## config.mk

```make
export PLATFORM = sky130hd
export DESIGN_NAME = clock_time_core_flat
export DESIGN_NICKNAME = d
export VERILOG_FILES = /design/src/rtl/clock_pkg.sv /design/src/rtl/clock_time_core_if.sv /design/src/rtl/clock_time_core_mod_counter.sv /design/src/rtl/clock_time_core.sv /design/src/flat_wrapper.sv
export SDC_FILE = /design/constraint.sdc
export NUM_CORES = 1
export LEC_CHECK = 0
export BUFFER_PORTS_ARGS = -buffer_cell sky130_fd_sc_hd__buf_2
export CORE_ASPECT_RATIO = 1.5
export CORE_MARGIN = 2
export CORE_UTILIZATION = 45
export CTS_BUF_LIST = sky130_fd_sc_hd__clkbuf_16
export CTS_CLUSTER_SIZE = 30
export DETAILED_ROUTE_END_ITERATION = 10
export GPL_ROUTABILITY_DRIVEN = 1
export PLACE_DENSITY = 0.67
export SLEW_MARGIN = 20
export SYNTH_ARGS = -nofsm -noshare
export SYNTH_HDL_FRONTEND = slang
export SYNTH_HIERARCHICAL = 1
export SYNTH_SLANG_ARGS = --single-unit
```

## constraint.sdc

```tcl
create_clock -name m_clk -period 6.5 [get_ports m_clk]
set_input_delay 0.325 -clock m_clk [delete_from_list [all_inputs] [get_ports m_clk]]
set_output_delay 0.325 -clock m_clk [all_outputs]
set_load 0.005 [all_outputs]
```

## src/rtl/clock_pkg.sv

```systemverilog
`default_nettype none
`timescale 1ns/1ps
// ============================================================================
//  Module      : clock_pkg
//  Description : Shared field widths, limits and mode encoding for the
//                timekeeping datapath.
//  Revision    : 1.0 - initial release
// ============================================================================
package clock_pkg;

   localparam int SEC_W  = 6;
   localparam int MIN_W  = 6;
   localparam int HOUR_W = 5;

   localparam logic [SEC_W-1:0] SEC_MAX = 6'd59;
   localparam logic [MIN_W-1:0] MIN_MAX = 6'd59;

   typedef enum logic [1:0] {
      MODE_CLOCK = 2'd0,
      MODE_LOAD  = 2'd1,
      MODE_ASET  = 2'd2
   } mode_e;

   // Load wins when both levels are high so an illegal FSM state can never
   // disturb the alarm setting.
   function automatic mode_e decode_mode(input logic load, input logic alarm);
      if (load) begin
         return MODE_LOAD;
      end
      if (alarm) begin
         return MODE_ASET;
      end
      return MODE_CLOCK;
   endfunction

endpackage
`default_nettype wire

```

## src/rtl/clock_time_core_if.sv

```systemverilog
`default_nettype none
`timescale 1ns/1ps
// ============================================================================
//  Module      : clock_time_core_if
//  Description : Mode levels, button pulses and display/ring outputs of the
//                timekeeping core. master = control side, slave = core.
//  Revision    : 1.0 - initial release
// ============================================================================
interface clock_time_core_if;
   import clock_pkg::*;

   logic              tick_1hz;
   logic              m_load;
   logic              m_alarm;
   logic              inc_sec;
   logic              inc_min;
   logic              inc_hour;
   logic              alarm_en;
   logic              alarm_stop;
   logic [SEC_W-1:0]  disp_sec;
   logic [MIN_W-1:0]  disp_min;
   logic [HOUR_W-1:0] disp_hour;
   logic              ring;

   modport master (
      output tick_1hz, m_load, m_alarm, inc_sec, inc_min, inc_hour,
             alarm_en, alarm_stop,
      input  disp_sec, disp_min, disp_hour, ring
   );

   modport slave (
      input  tick_1hz, m_load, m_alarm, inc_sec, inc_min, inc_hour,
             alarm_en, alarm_stop,
      output disp_sec, disp_min, disp_hour, ring
   );

endinterface
`default_nettype wire

```

## src/rtl/clock_time_core_mod_counter.sv

```systemverilog
`default_nettype none
`timescale 1ns/1ps
// ============================================================================
//  Module      : mod_counter
//  Description : Modulo-(MAX_VAL+1) up counter with synchronous clear and a
//                carry that flags an increment taken at the maximum value.
//  Revision    : 1.0 - initial release
// ============================================================================
module mod_counter #(
   parameter int WIDTH   = 6,
   parameter int MAX_VAL = 59
) (
   input  wire              m_clk,
   input  wire              m_reset_n,
   input  wire              inc,
   input  wire              clear,
   output logic [WIDTH-1:0] value,
   output logic             carry
);

   localparam logic [WIDTH-1:0] C_MAX = WIDTH'(MAX_VAL);

   logic [WIDTH-1:0] value_q;
   logic [WIDTH-1:0] value_d;

   // Next value: clear dominates, otherwise increment with wrap at C_MAX.
   always_comb begin
      value_d = value_q;
      if (clear) begin
         value_d = '0;
      end else if (inc) begin
         value_d = (value_q == C_MAX) ? '0 : value_q + WIDTH'(1);
      end
   end

   // Count register with asynchronous reset to zero.
   always_ff @(posedge m_clk or negedge m_reset_n) begin
      if (!m_reset_n) begin
         value_q <= '0;
      end else begin
         value_q <= value_d;
      end
   end

   assign value = value_q;
   assign carry = inc & (value_q == C_MAX);

endmodule
`default_nettype wire

```

## src/rtl/clock_time_core.sv

```systemverilog
`default_nettype none
`timescale 1ns/1ps
// ============================================================================
//  Module      : clock_time_core
//  Description : Running hh:mm:ss time, alarm hh:mm setting, alarm match and
//                ring timer, plus the display-select mux.
//  Revision    : 1.0 - initial release
// ============================================================================
module clock_time_core
   import clock_pkg::*;
#(
   parameter int RING_TICKS = 60,
   parameter int HOUR_MAX   = 23
) (
   input  wire               m_clk,
   input  wire               m_reset_n,
   clock_time_core_if.slave  bus
);

   localparam int             RC_W   = (RING_TICKS < 1) ? 1 : $clog2(RING_TICKS + 1);
   localparam logic [RC_W-1:0] C_RING = RC_W'(RING_TICKS);

   mode_e             w_mode;
   logic              w_load;
   logic              w_aset;
   logic              w_run;
   logic              w_tick_run;

   logic              w_sec_inc,  w_min_inc,  w_hour_inc;
   logic              w_sec_carry, w_min_carry, w_hour_carry;
   logic              w_amin_inc, w_ahour_inc;
   logic              w_amin_carry, w_ahour_carry;
   logic [SEC_W-1:0]  w_sec;
   logic [MIN_W-1:0]  w_min,  w_amin,  w_min_nxt;
   logic [HOUR_W-1:0] w_hour, w_ahour, w_hour_nxt;
   logic              w_match;

   logic [RC_W-1:0]   ring_cnt_q, ring_cnt_d;
   logic              ring_q, ring_d;

   assign w_mode     = decode_mode(bus.m_load, bus.m_alarm);
   assign w_load     = (w_mode == MODE_LOAD);
   assign w_aset     = (w_mode == MODE_ASET);
   assign w_run      = ~w_load;
   assign w_tick_run = w_run & bus.tick_1hz;

   // While running, increments ripple through the carries; while loading each
   // button steps only its own field (carries are not chained).
   assign w_sec_inc   = w_tick_run | (w_load & bus.inc_sec);
   assign w_min_inc   = w_run ? w_sec_carry : bus.inc_min;
   assign w_hour_inc  = w_run ? w_min_carry : bus.inc_hour;
   assign w_amin_inc  = w_aset & bus.inc_min;
   assign w_ahour_inc = w_aset & bus.inc_hour;

   mod_counter #(.WIDTH(SEC_W), .MAX_VAL(int'(SEC_MAX))) u_sec (
      .m_clk(m_clk), .m_reset_n(m_reset_n), .inc(w_sec_inc), .clear(1'b0),
      .value(w_sec), .carry(w_sec_carry)
   );

   mod_counter #(.WIDTH(MIN_W), .MAX_VAL(int'(MIN_MAX))) u_min (
      .m_clk(m_clk), .m_reset_n(m_reset_n), .inc(w_min_inc), .clear(1'b0),
      .value(w_min), .carry(w_min_carry)
   );

   mod_counter #(.WIDTH(HOUR_W), .MAX_VAL(HOUR_MAX)) u_hour (
      .m_clk(m_clk), .m_reset_n(m_reset_n), .inc(w_hour_inc), .clear(1'b0),
      .value(w_hour), .carry(w_hour_carry)
   );

   mod_counter #(.WIDTH(MIN_W), .MAX_VAL(int'(MIN_MAX))) u_amin (
      .m_clk(m_clk), .m_reset_n(m_reset_n), .inc(w_amin_inc), .clear(1'b0),
      .value(w_amin), .carry(w_amin_carry)
   );

   mod_counter #(.WIDTH(HOUR_W), .MAX_VAL(HOUR_MAX)) u_ahour (
      .m_clk(m_clk), .m_reset_n(m_reset_n), .inc(w_ahour_inc), .clear(1'b0),
      .value(w_ahour), .carry(w_ahour_carry)
   );

   // Time as it will be after this edge. A match only needs min/hour here:
   // alarm seconds are 0, so the seconds field must be rolling over from 59.
   // Compared against the alarm setting held before this edge.
   always_comb begin
      w_min_nxt  = w_min_carry  ? '0 : (w_min_inc  ? w_min  + MIN_W'(1)  : w_min);
      w_hour_nxt = w_hour_carry ? '0 : (w_hour_inc ? w_hour + HOUR_W'(1) : w_hour);
      w_match    = w_tick_run & bus.alarm_en & (w_sec == SEC_MAX) &
                   (w_min_nxt == w_amin) & (w_hour_nxt == w_ahour);
   end

   // Ring timer: stop/disarm beats a match, a match (re)loads, ticks count down.
   always_comb begin
      ring_cnt_d = ring_cnt_q;
      ring_d     = ring_q;
      if (bus.alarm_stop || !bus.alarm_en) begin
         ring_cnt_d = '0;
         ring_d     = 1'b0;
      end else if (w_match) begin
         ring_cnt_d = C_RING;
         ring_d     = (C_RING != '0);
      end else if (bus.tick_1hz && (ring_cnt_q != '0)) begin
         ring_cnt_d = ring_cnt_q - RC_W'(1);
         ring_d     = (ring_cnt_q != RC_W'(1));
      end
   end

   // Ring state registers; reset silences the alarm immediately.
   always_ff @(posedge m_clk or negedge m_reset_n) begin
      if (!m_reset_n) begin
         ring_cnt_q <= '0;
         ring_q     <= 1'b0;
      end else begin
         ring_cnt_q <= ring_cnt_d;
         ring_q     <= ring_d;
      end
   end

   // Display select follows the mode levels combinationally.
   always_comb begin
      bus.disp_sec  = w_sec;
      bus.disp_min  = w_min;
      bus.disp_hour = w_hour;
      if (w_aset) begin
         bus.disp_sec  = '0;
         bus.disp_min  = w_amin;
         bus.disp_hour = w_ahour;
      end
   end

   assign bus.ring = ring_q;

endmodule
`default_nettype wire

```

## src/flat_wrapper.sv

```systemverilog
// flat-port wrapper written by rule: the top's interface ports become plain ports
module clock_time_core_flat import clock_pkg::*;
#(
   parameter int RING_TICKS = 60,
   parameter int HOUR_MAX   = 23
)
  (m_clk, m_reset_n, bus_tick_1hz, bus_m_load, bus_m_alarm, bus_inc_sec, bus_inc_min, bus_inc_hour, bus_alarm_en, bus_alarm_stop, bus_disp_sec, bus_disp_min, bus_disp_hour, bus_ring);
  clock_time_core_if bus_i ();
  input  wire m_clk;
  input  wire m_reset_n;
  input wire logic [$bits(bus_i.tick_1hz)-1:0] bus_tick_1hz;
  input wire logic [$bits(bus_i.m_load)-1:0] bus_m_load;
  input wire logic [$bits(bus_i.m_alarm)-1:0] bus_m_alarm;
  input wire logic [$bits(bus_i.inc_sec)-1:0] bus_inc_sec;
  input wire logic [$bits(bus_i.inc_min)-1:0] bus_inc_min;
  input wire logic [$bits(bus_i.inc_hour)-1:0] bus_inc_hour;
  input wire logic [$bits(bus_i.alarm_en)-1:0] bus_alarm_en;
  input wire logic [$bits(bus_i.alarm_stop)-1:0] bus_alarm_stop;
  output wire logic [$bits(bus_i.disp_sec)-1:0] bus_disp_sec;
  output wire logic [$bits(bus_i.disp_min)-1:0] bus_disp_min;
  output wire logic [$bits(bus_i.disp_hour)-1:0] bus_disp_hour;
  output wire logic [$bits(bus_i.ring)-1:0] bus_ring;
  assign bus_i.tick_1hz = bus_tick_1hz;
  assign bus_i.m_load = bus_m_load;
  assign bus_i.m_alarm = bus_m_alarm;
  assign bus_i.inc_sec = bus_inc_sec;
  assign bus_i.inc_min = bus_inc_min;
  assign bus_i.inc_hour = bus_inc_hour;
  assign bus_i.alarm_en = bus_alarm_en;
  assign bus_i.alarm_stop = bus_alarm_stop;
  assign bus_disp_sec = bus_i.disp_sec;
  assign bus_disp_min = bus_i.disp_min;
  assign bus_disp_hour = bus_i.disp_hour;
  assign bus_ring = bus_i.ring;
  clock_time_core #(.RING_TICKS(RING_TICKS), .HOUR_MAX(HOUR_MAX)) u_core (.m_clk(m_clk), .m_reset_n(m_reset_n), .bus(bus_i));
endmodule
```

# Yosys cells after proc, flatten, opt, wreduce, memory -nomap -nowiden
# Cells that the tools add are included.
# Widths: inputs -> output; s select.
[word_totals] output_inout_bits=18 inputBits=10 ff_bits=35 wordCells=68
[classes] muxes=27 bitwise=13 n_reduce_logical=5 n_addsub=6 eq_ne=10
[op_table] op="$mux 6" count=10
[op_table] op="$mux 5" count=5
[op_table] op="$add 6x1->6 const B" count=3
[op_table] op="$eq 6x6->1 const B" count=3
[op_table] op="$and 1x1->1" count=11
[op_table] op="$add 5x1->5 const B" count=2
[op_table] op="$eq 5x5->1 const B" count=2
[op_table] op="$mux 1" count=8
[op_table] op="$mux 2" count=4
[op_table] op="$eq 6x6->1" count=1
[op_table] op="$ne 6x1->1 const B" count=1
[op_table] op="$reduce_bool 6->1" count=1
[op_table] op="$sub 6x1->6 const B" count=1
[op_table] op="$eq 5x5->1" count=1
[op_table] op="$reduce_bool 3->1" count=1
[op_table] op="$eq 2x1->1 const B" count=1
[op_table] op="$eq 2x2->1 const B" count=1
[op_table] op="$logic_and 1x1->1" count=1
[op_table] op="$logic_not 1->1" count=1
[op_table] op="$logic_or 1x1->1" count=1
[op_table] op="$not 1->1" count=1
[op_table] op="$or 1x1->1" count=1

# Longest topological paths before layout
# Gate-level depths: netlist of the first run.
[depth] ltp_word=18 depth_mapped=20 ltp_nobuf=19

# Modules after synthesis
# The synthesis of the first run kept the hierarchy.
[by_module_without_submodules] module="clock_time_core" cells_per_inst=132 seq_area_each_um2=175.2 area_per_inst_um2=1056.0 instances=1
[by_module_without_submodules] module="mod_counter at u_core.u_amin ..." cells_per_inst=33 seq_area_each_um2=150.1 area_per_inst_um2=329.1 instances=3
[by_module_without_submodules] module="mod_counter at u_core.u_ahour ..." cells_per_inst=24 seq_area_each_um2=125.1 area_per_inst_um2=262.8 instances=2

# Worst setup path after synthesis of the first run
# OpenSTA, ideal clock, no wires.
[synth_timing] kind="register to register" startpoint="register u_core.u_sec.value_q[0], in the netlist u_core/u_sec/value[0]" endpoint="register u_core.ring_cnt_q[0]" arrival_ps=3329 n_path_buf=1 synth_period_minus_slack_ps=3457 path_stages_with_launch=20 required_time_ps=6373 slack_ps=3043 setup_time_ps=127 path_cell_list="dfrtp_1 -> ha_1 -> nand2_1 -> nor2b_1 -> mux2i_2 -> inv_1 -> nand2_1 -> nor2b_1 -> mux2i_1 -> inv_1 -> buf_2 -> nand4_1 -> nor2_1 -> nor2b_1 -> mux2i_1 -> xnor2_1 -> a311oi_1 -> and4b_1 -> nand4_4 -> nor3b_1"
[synth_between] elab_chain_cells=11 word_cells_on_any_way=18 classes_between="eq/ne: 3; mux: 8; bitwise: 6; reduce/logical: 1"
[synth_lines] element="from (decl)" line="clock_time_core_mod_counter.sv:23" rtl="logic [WIDTH-1:0] value_q;"
[synth_lines] element="from (signal assigned)" line="clock_time_core_mod_counter.sv:41" rtl="value_q <= value_d;"
[synth_lines] element="$eq 6x6->1 (*)" line="clock_time_core_mod_counter.sv:46" rtl="assign carry = inc & (value_q == C_MAX);"
[synth_lines] element="$and 1x1->1 (*)" line="clock_time_core_mod_counter.sv:46"
[synth_lines] element="named net u_core.w_sec_carry" line="clock_time_core.sv:30" rtl="logic w_sec_carry, w_min_carry, w_hour_carry;"
[synth_lines] element="$mux 1 (*)" line="clock_time_core.sv:50" rtl="assign w_min_inc = w_run ? w_sec_carry : bus.inc_min;"
[synth_lines] element="named net u_core.w_min_inc" line="clock_time_core.sv:29" rtl="logic w_sec_inc, w_min_inc, w_hour_inc;"
[synth_lines] element="$and 1x1->1 (*)" line="clock_time_core_mod_counter.sv:46"
[synth_lines] element="named net u_core.w_min_carry" line="clock_time_core.sv:30"
[synth_lines] element="$mux 1 (*)" line="clock_time_core.sv:51" rtl="assign w_hour_inc = w_run ? w_min_carry : bus.inc_hour;"
[synth_lines] element="named net u_core.w_hour_inc" line="clock_time_core.sv:29"
[synth_lines] element="$and 1x1->1 (*)" line="clock_time_core_mod_counter.sv:46"
[synth_lines] element="named net u_core.w_hour_carry" line="clock_time_core.sv:30"
[synth_lines] element="$mux 5 (*)" line="clock_time_core.sv:85" rtl="w_hour_nxt = w_hour_carry ? '0 : (w_hour_inc ? w_hour + HOUR_W'(1) : w_hour);"
[synth_lines] element="$eq 5x5->1 (*)" line="clock_time_core.sv:87" rtl="(w_min_nxt == w_amin) & (w_hour_nxt == w_ahour);"
[synth_lines] element="$and 1x1->1 (*)" line="clock_time_core.sv:87"
[synth_lines] element="$mux 6" line="clock_time_core.sv:97" rtl="end else if (w_match) begin"
[synth_lines] element="$mux 6" line="clock_time_core.sv:94" rtl="if (bus.alarm_stop || !bus.alarm_en) begin"
[synth_lines] element="to (signal assigned)" line="clock_time_core.sv:112" rtl="ring_cnt_q <= ring_cnt_d;"
[synth_lines] element="to (decl)" line="clock_time_core.sv:38" rtl="logic [RC_W-1:0] ring_cnt_q, ring_cnt_d;"
# The timed path passes the listed nets; every way through them passes the cells marked *.
# A chain may end at the register's enable or synchronous reset.

# Worst setup path after layout of the first run
[layout_timing] startpoint="register u_core.u_sec.value_q[2], in the netlist u_core/u_sec/value[2]" endpoint="register u_core.ring_cnt_q[0]"
# Same word-level chain as after synthesis.

==> results of run 1 <==
-- state kept, by name, summed over array words and instances (netlist names) --
signal,cells
u_core/ring_cnt_q,6
u_core/u_amin/value,6
u_core/u_min/value,6
u_core/u_sec/value,6
u_core/u_ahour/value,5
u_core/u_hour/value,5
u_core/bus.ring,1
-- stage by stage --
stage	utilization (%)	power [mW]	area (µm²)	worst slack (ns)	hold WS (ns)
finish	54.77	0.5424	3008	2.012	0.1352
global route	54.77	0.5747	3008	1.482	0.2205
CTS	54.77	0.5493	3008	2.055	0.1714
detailed placement	52.27	0.3233	2870	2.021	0.4655
global placement	52.27	0.3228	2870	2.208	0.4638
floorplan	-	0.2976	2669	3.043	0.02941
-- worst register-to-register path: cells and delay by family, from the launching register on --
kind                   cells  cell delay, ns
multiplexers               3            0.63
AND/OR/NAND/NOR           10            2.37
buffers and inverters      2            0.54
flip-flops                 1            0.45
AO/OA/AOI/OAI              1            0.28
XOR/XNOR                   1            0.08
-- worst max-delay path by stage --
stage                                 endpoint  slack, ns                   from
after CTS                 u_core/ring_cnt_q[0]       2.06  u_core/u_sec/value[2]
after detailed placement  u_core/ring_cnt_q[0]       2.02             bus_m_load
final                     u_core/ring_cnt_q[0]       2.01  u_core/u_sec/value[2]
after global placement    u_core/ring_cnt_q[1]       2.21             bus_m_load
after global routing      u_core/ring_cnt_q[0]       1.48  u_core/u_sec/value[0]
after floorplan           u_core/ring_cnt_q[0]       3.04  u_core/u_sec/value[0]
-- area by class of cell --
type	count	share of cell area (%)
sequential	35	29.12
tap	70	2.912
timing repair buffer	27	4.493
multi-input combinational	261	58.15
inverter	6	0.7488
clock buffer	5	4.160
clock inverter	3	0.4160
-- routing by layer --
metal | vias to the layer above | share of wire (%) | routed length, µm | global-route usage [%]
li1 | 1112 | - | - | -
met1 | 1056 | 45 | 2466 | 23.82
met2 | 43 | 50 | 2750 | 32.82
met3 | 10 | 2.6 | 143 | 2.807
met4 | 0 | 1.8 | 101 | 8.507
met5 | - | 0 | 0 | 0
-- power by group through the flow --
stage	combinational, mW	sequential (mW)	clock [mW]
after floorplan	0.0565	0.241	0
after global placement	0.0775	0.245	0
after detailed placement	0.0778	0.246	0
after CTS	0.0785	0.242	0.229
after global routing	0.0888	0.244	0.242
final	0.0776	0.242	0.223
==> impl_metrics.csv, run 1 <==
group,metric,value,unit
run_status,status,"finished, final reports clean",
global_routing,antenna_found_initial,0,
worst_setup_path,r2r-start,"u_core/u_sec/value[2]",
worst_setup_path,rr_worst_depth,17,
die,die_w,65.50,µm
die,rows,33,
route,num_vias,2221,
finish,n_fill_cell,520,
worst_setup_path,max_stage_delay,0.53,ns
finish,final_nets,356,
worst_setup_path,cp.depth,17,
worst_setup_path,worstPathCellList,"and4b_1, nor2b_1, mux2i_2, inv_1, nand2_1, nor2b_1, mux2i_1, inv_1, nand4_1, nor2_1, nor2b_1, mux2i_1, xnor2_1, a311oi_1, and4b_1, nand4_4, nor3b_1",
die,start_util,46.48,%
route,routedWlPerCell,13.42,µm
worst_setup_path,r2r-end,"u_core/ring_cnt_q[0]",
yosys,yosys_warnings,6,
pwr,pwr-share-comb,14.3,%
sta,period_share,69.05,%
worst_setup_path,crit_type,"reg2reg",
clock_network,cts_setup_buffers,0,
pwr,p_sw_share,26.56,%
clock_network,clkTransAtPathRegs,0.05,ns
placed_design,dp_hpwl,4058,µm
clock_network,cts_buffer_depth,2,
finish,final_cell_count_no_fill,407,
route,dr.pass1.iters,4,
pwr,p_clk_share,41.1,%
pwr,p_sw,0.1440,mW
yosys,synth_area,2552,µm²
clock_network,cts_sinks,35,
worst_setup_path,cp_top_family,"simple AND/OR/NAND/NOR gates",
finish,drive_gt1_share,16.91,%
sta,slew_violations,0,
finish,layout_commonest_cell,"dfrtp_1",
yosys,syn_area_per_cell,9.248,µm²
die,coreArea,5492,µm²
clock_network,htreeDepth,2,
clock_network,cts_resized,0,
die,io_pins,28,
sta,finalHoldViolCount,0,
pwr,p_int,0.3984,mW
die,die_h,96.24,µm
sta,relSlewSlack,47.04,%
clock_network,clock_latency,0.27,ns
pwr,peakVddDrop,118.9,µV
sta,rsz0062_at_grt,"no",
global_routing,grt_pass1_wl,9494,µm
global_routing,overflow,0,
finish,multi_input_area,1749,µm²
sta,period_minus_slack,4.488,ns
worst_setup_path,endpoint_kind,"register",
sta,max_freq,0.2228,GHz
sta,fin_skew,0.002384,ns
yosys,syn_inst,276,
pwr,p_leak,1.388,nW
worst_setup_path,critPathRequiredTime,6.65,ns
clock_network,hold_buffers,0,
pwr,power_density,180.3,nW/µm²
worst_setup_path,rrSetupSlack,2.01,ns
placed_design,dp.cells,399,
route,drc,0,
route,first_iter_violations,85,
pwr,power_frac_seq,44.6,%
placed_design,gp_congestion,0.8414,
sta,worst_pin_slew,0.7943,ns
finish,n_antenna_cell,0,
worst_setup_path,worstPathArrival,4.63,ns
hold_path,hold_class,"in2async",
finish,layout.area.seq,875.8,µm²
global_routing,first_global_vias,2075,
worst_setup_path,cp_slowest_cell,"nor2b_1",
global_routing,grt_max_degree,36,
clock_network,cts_root_buf,"clkbuf_16",
sta,setup_viol,0,
worst_setup_path,start_kind,"register",
route,drt-vias-per-instance,5.457,
finish,final_cell_mix,"dfrtp_1, conb_1, buf_2",
finish,area_growth,17.84,%
worst_setup_path,crit_fanout,11,
sta,tns,0,ns
placed_design,portBuffers,27,
route,ant_nets,0,
global_routing,track_usage,19.20,%
clock_network,cts_tree,"done",
die,dieArea,6303,µm²
route,wl,5461,µm
flow_run,drv_cap,0,
clock_network,cts_buffers,5,
worst_setup_path,cp_common_cell,"nor2b_1",
worst_setup_path,path_buf_inv,2,
(Power assumes the default switching activity.)
==> run 2: changes to the inputs <==
--- a/config.mk
+++ b/config.mk
@@ -13,7 +13,7 @@
 export CTS_CLUSTER_SIZE = 30
 export DETAILED_ROUTE_END_ITERATION = 10
 export GPL_ROUTABILITY_DRIVEN = 1
-export PLACE_DENSITY = 0.67
+export PLACE_DENSITY = 0.69
 export SLEW_MARGIN = 20
 export SYNTH_ARGS = -nofsm -noshare
 export SYNTH_HDL_FRONTEND = slang
==> constraint.sdc (replaced) <==
create_clock -name m_clk -period 3.85 [get_ports m_clk]
set_input_delay 0.1925 -clock m_clk [delete_from_list [all_inputs] [get_ports m_clk]]
set_output_delay 0.1925 -clock m_clk [all_outputs]
set_load 0.005 [all_outputs]
==> run 2 against run 1 <==
  * Sequential power is 69% higher
  * Clock skew increased by 0.0022 ns
  * Worst hold slack lost 0.13 ns
  * Largest cell class unchanged
  * Maximum frequency grew 29%
==> impl_metrics.csv, run 2 (synthesis gave the netlist of run 1 again) <==
group,metric,value,unit
die,coreArea,5492,µm²
worst_setup_path,critPathRequiredTime,4.00,ns
sta,period_share,90.41,%
clock_network,clkTransAtPathRegs,0.05,ns
clock_network,cts_buffers,5,
worst_setup_path,worstPathArrival,3.63,ns
die,rows,33,
sta,max_freq,0.2873,GHz
run_status,status,"finished, final reports clean",
pwr,peakVddDrop,191.9,µV
die,io_pins,28,
finish,final_nets,360,
finish,n_fill_cell,513,
worst_setup_path,crit_path_start,"u_core/u_sec/value[0]",
worst_setup_path,crit_type,"reg2reg",
clock_network,cts_root_buf,"clkbuf_16",
worst_setup_path,rr_worst_depth,18,
global_routing,overflow,0,
sta,slew_violations,0,
route,wl,5572,µm
pwr,p_sw_share,26.46,%
global_routing,track_usage,19.48,%
placed_design,gp_congestion,0.8122,
worst_setup_path,rrSetupSlack,0.37,ns
pwr,p_leak,1.402,nW
worst_setup_path,start_kind,"register",
sta,tns,0,ns
flow_run,drv_cap,0,
worst_setup_path,r2r-start,"u_core/u_sec/value[0]",
sta,setup_viol,0,
finish,layout.area.seq,875.8,µm²
global_routing,first_global_vias,2158,
worst_setup_path,endpoint_kind,"register",
sta,holdWs,0.005545,ns
global_routing,antenna_found_initial,0,
die,start_util,46.48,%
pwr,p_clk_share,40.7,%
sta,relSlewSlack,46.74,%
sta,fin_skew,0.004616,ns
finish,multi_input_area,1752,µm²
route,routedWlPerCell,13.56,µm
finish,drive_gt1_share,17.89,%
route,num_vias,2174,
finish,area_growth,19.07,%
placed_design,dp_hpwl,4147,µm
finish,final_cell_mix,"dfrtp_1, conb_1, buf_2",
pwr,p_int,0.6770,mW
route,first_iter_violations,92,
pwr,pwr-share-comb,15.0,%
sta,finalHoldViolCount,0,
die,die_h,96.24,µm
route,dr.pass1.iters,4,
hold_path,hold_class,"in2async",
worst_setup_path,crit_fanout,10,
sta,rsz0062_at_grt,"no",
clock_network,htreeDepth,2,
route,drt-vias-per-instance,5.290,
die,dieArea,6303,µm²
clock_network,cts_buffer_depth,2,
die,die_w,65.50,µm
placed_design,portBuffers,27,
sta,worst_pin_slew,0.7990,ns
clock_network,cts_sinks,35,
sta,period_minus_slack,3.481,ns
pwr,p_sw,0.2436,mW
route,ant_nets,0,
clock_network,cts_tree,"done",
global_routing,grt_max_degree,36,
clock_network,clock_latency,0.27,ns
worst_setup_path,r2r-end,"u_core/ring_cnt_q[1]",
finish,layout_commonest_cell,"dfrtp_1",
pwr,power_frac_seq,44.4,%
route,drc,0,
finish,n_antenna_cell,0,
global_routing,grt_pass1_wl,9577,µm
pwr,power_density,302.9,nW/µm²
run 2: cell count changes in the layout (fill, tap and decap cells not counted):
cell / previous run / this run
inv_1: 8 / 7
nor2_2: 0 / 1
clkinv_1: 0 / 2
clkinv_2: 1 / 0
nor2_1: 18 / 17
buf_4: 0 / 4
run 2: area by class of cell:
cell class	instances	area share, %
inverters	6	0.7410
clock buffers	5	4.117
clock inverters	3	0.3705
repair buffers	31	5.434
well taps	70	2.882
multi-input cells	261	57.64
flip-flops and latches	35	28.82
run 2: how the worst max path moves through the flow:
stage | slack, ns | cells after the start | to
6_report | 0.37 | 18 | u_core/ring_cnt_q[1]
5_1_grt | 0.02 | 18 | u_core/ring_cnt_q[1]
4_1_cts | 0.25 | 18 | u_core/ring_cnt_q[1]
3_5_place_dp | 0.29 | 18 | u_core/ring_cnt_q[1]
3_3_place_gp | 0.45 | 17 | u_core/ring_cnt_q[0]
2_1_floorplan | 0.39 | 19 | u_core/ring_cnt_q[0]
run 2: critical path, stage by stage (launching register included):
cell and delay [ns]:
dfrtp_1 0.42, ha_1 0.29, nand2_1 0.13, nor2b_1 0.16, mux2i_2 0.16, inv_1 0.22, nand2_1 0.13, nor2b_1 0.17
mux2i_1 0.10, inv_1 0.08, nand4_1 0.11, nor2_2 0.23, nor2b_1 0.07, mux2i_1 0.17, xnor2_1 0.08, a311oi_1 0.23
and4b_1 0.27, nand4_4 0.15, nor3b_1 0.18
run 2: per-stage QoR:
step | util [%] | area [µm²] | total power, mW | worst slack [ns] | cells
floorplan | - | 2669 | 0.5024 | 0.3934 | 307
global placement | 52.81 | 2900 | 0.5506 | 0.4498 | 403
detailed placement | 52.81 | 2900 | 0.5526 | 0.2870 | 403
CTS | 55.30 | 3037 | 0.9317 | 0.2495 | 411
global route | 55.34 | 3039 | 0.9717 | 0.01943 | 411
finish | 55.34 | 3039 | 0.9206 | 0.3693 | 411
run 2: per-layer routing:
layer  track usage (%)  share of wire (%)  up-vias
li1                  -                  -     1112
met1             22.33                 44     1013
met2             35.29                 51       39
met3             3.275                3.2       10
met4             8.333                2.0        0
met5                 0                  0        -
run 2: power by group through the flow:
| stage | logic, mW | registers, mW | clock network [mW] |
|---|---|---|---|
| detailed placement | 0.138 | 0.414 | 0 |
| floorplan | 0.0953 | 0.407 | 0 |
| finish | 0.138 | 0.408 | 0.374 |
| CTS | 0.139 | 0.408 | 0.384 |
| global placement | 0.137 | 0.414 | 0 |
| global route | 0.157 | 0.412 | 0.403 |
run 2: what timing repair did:
action	CTS	global route
hold buffers	0	0
resized for setup	0	1
setup endpoints to repair	0	7
buffers inserted	0	0
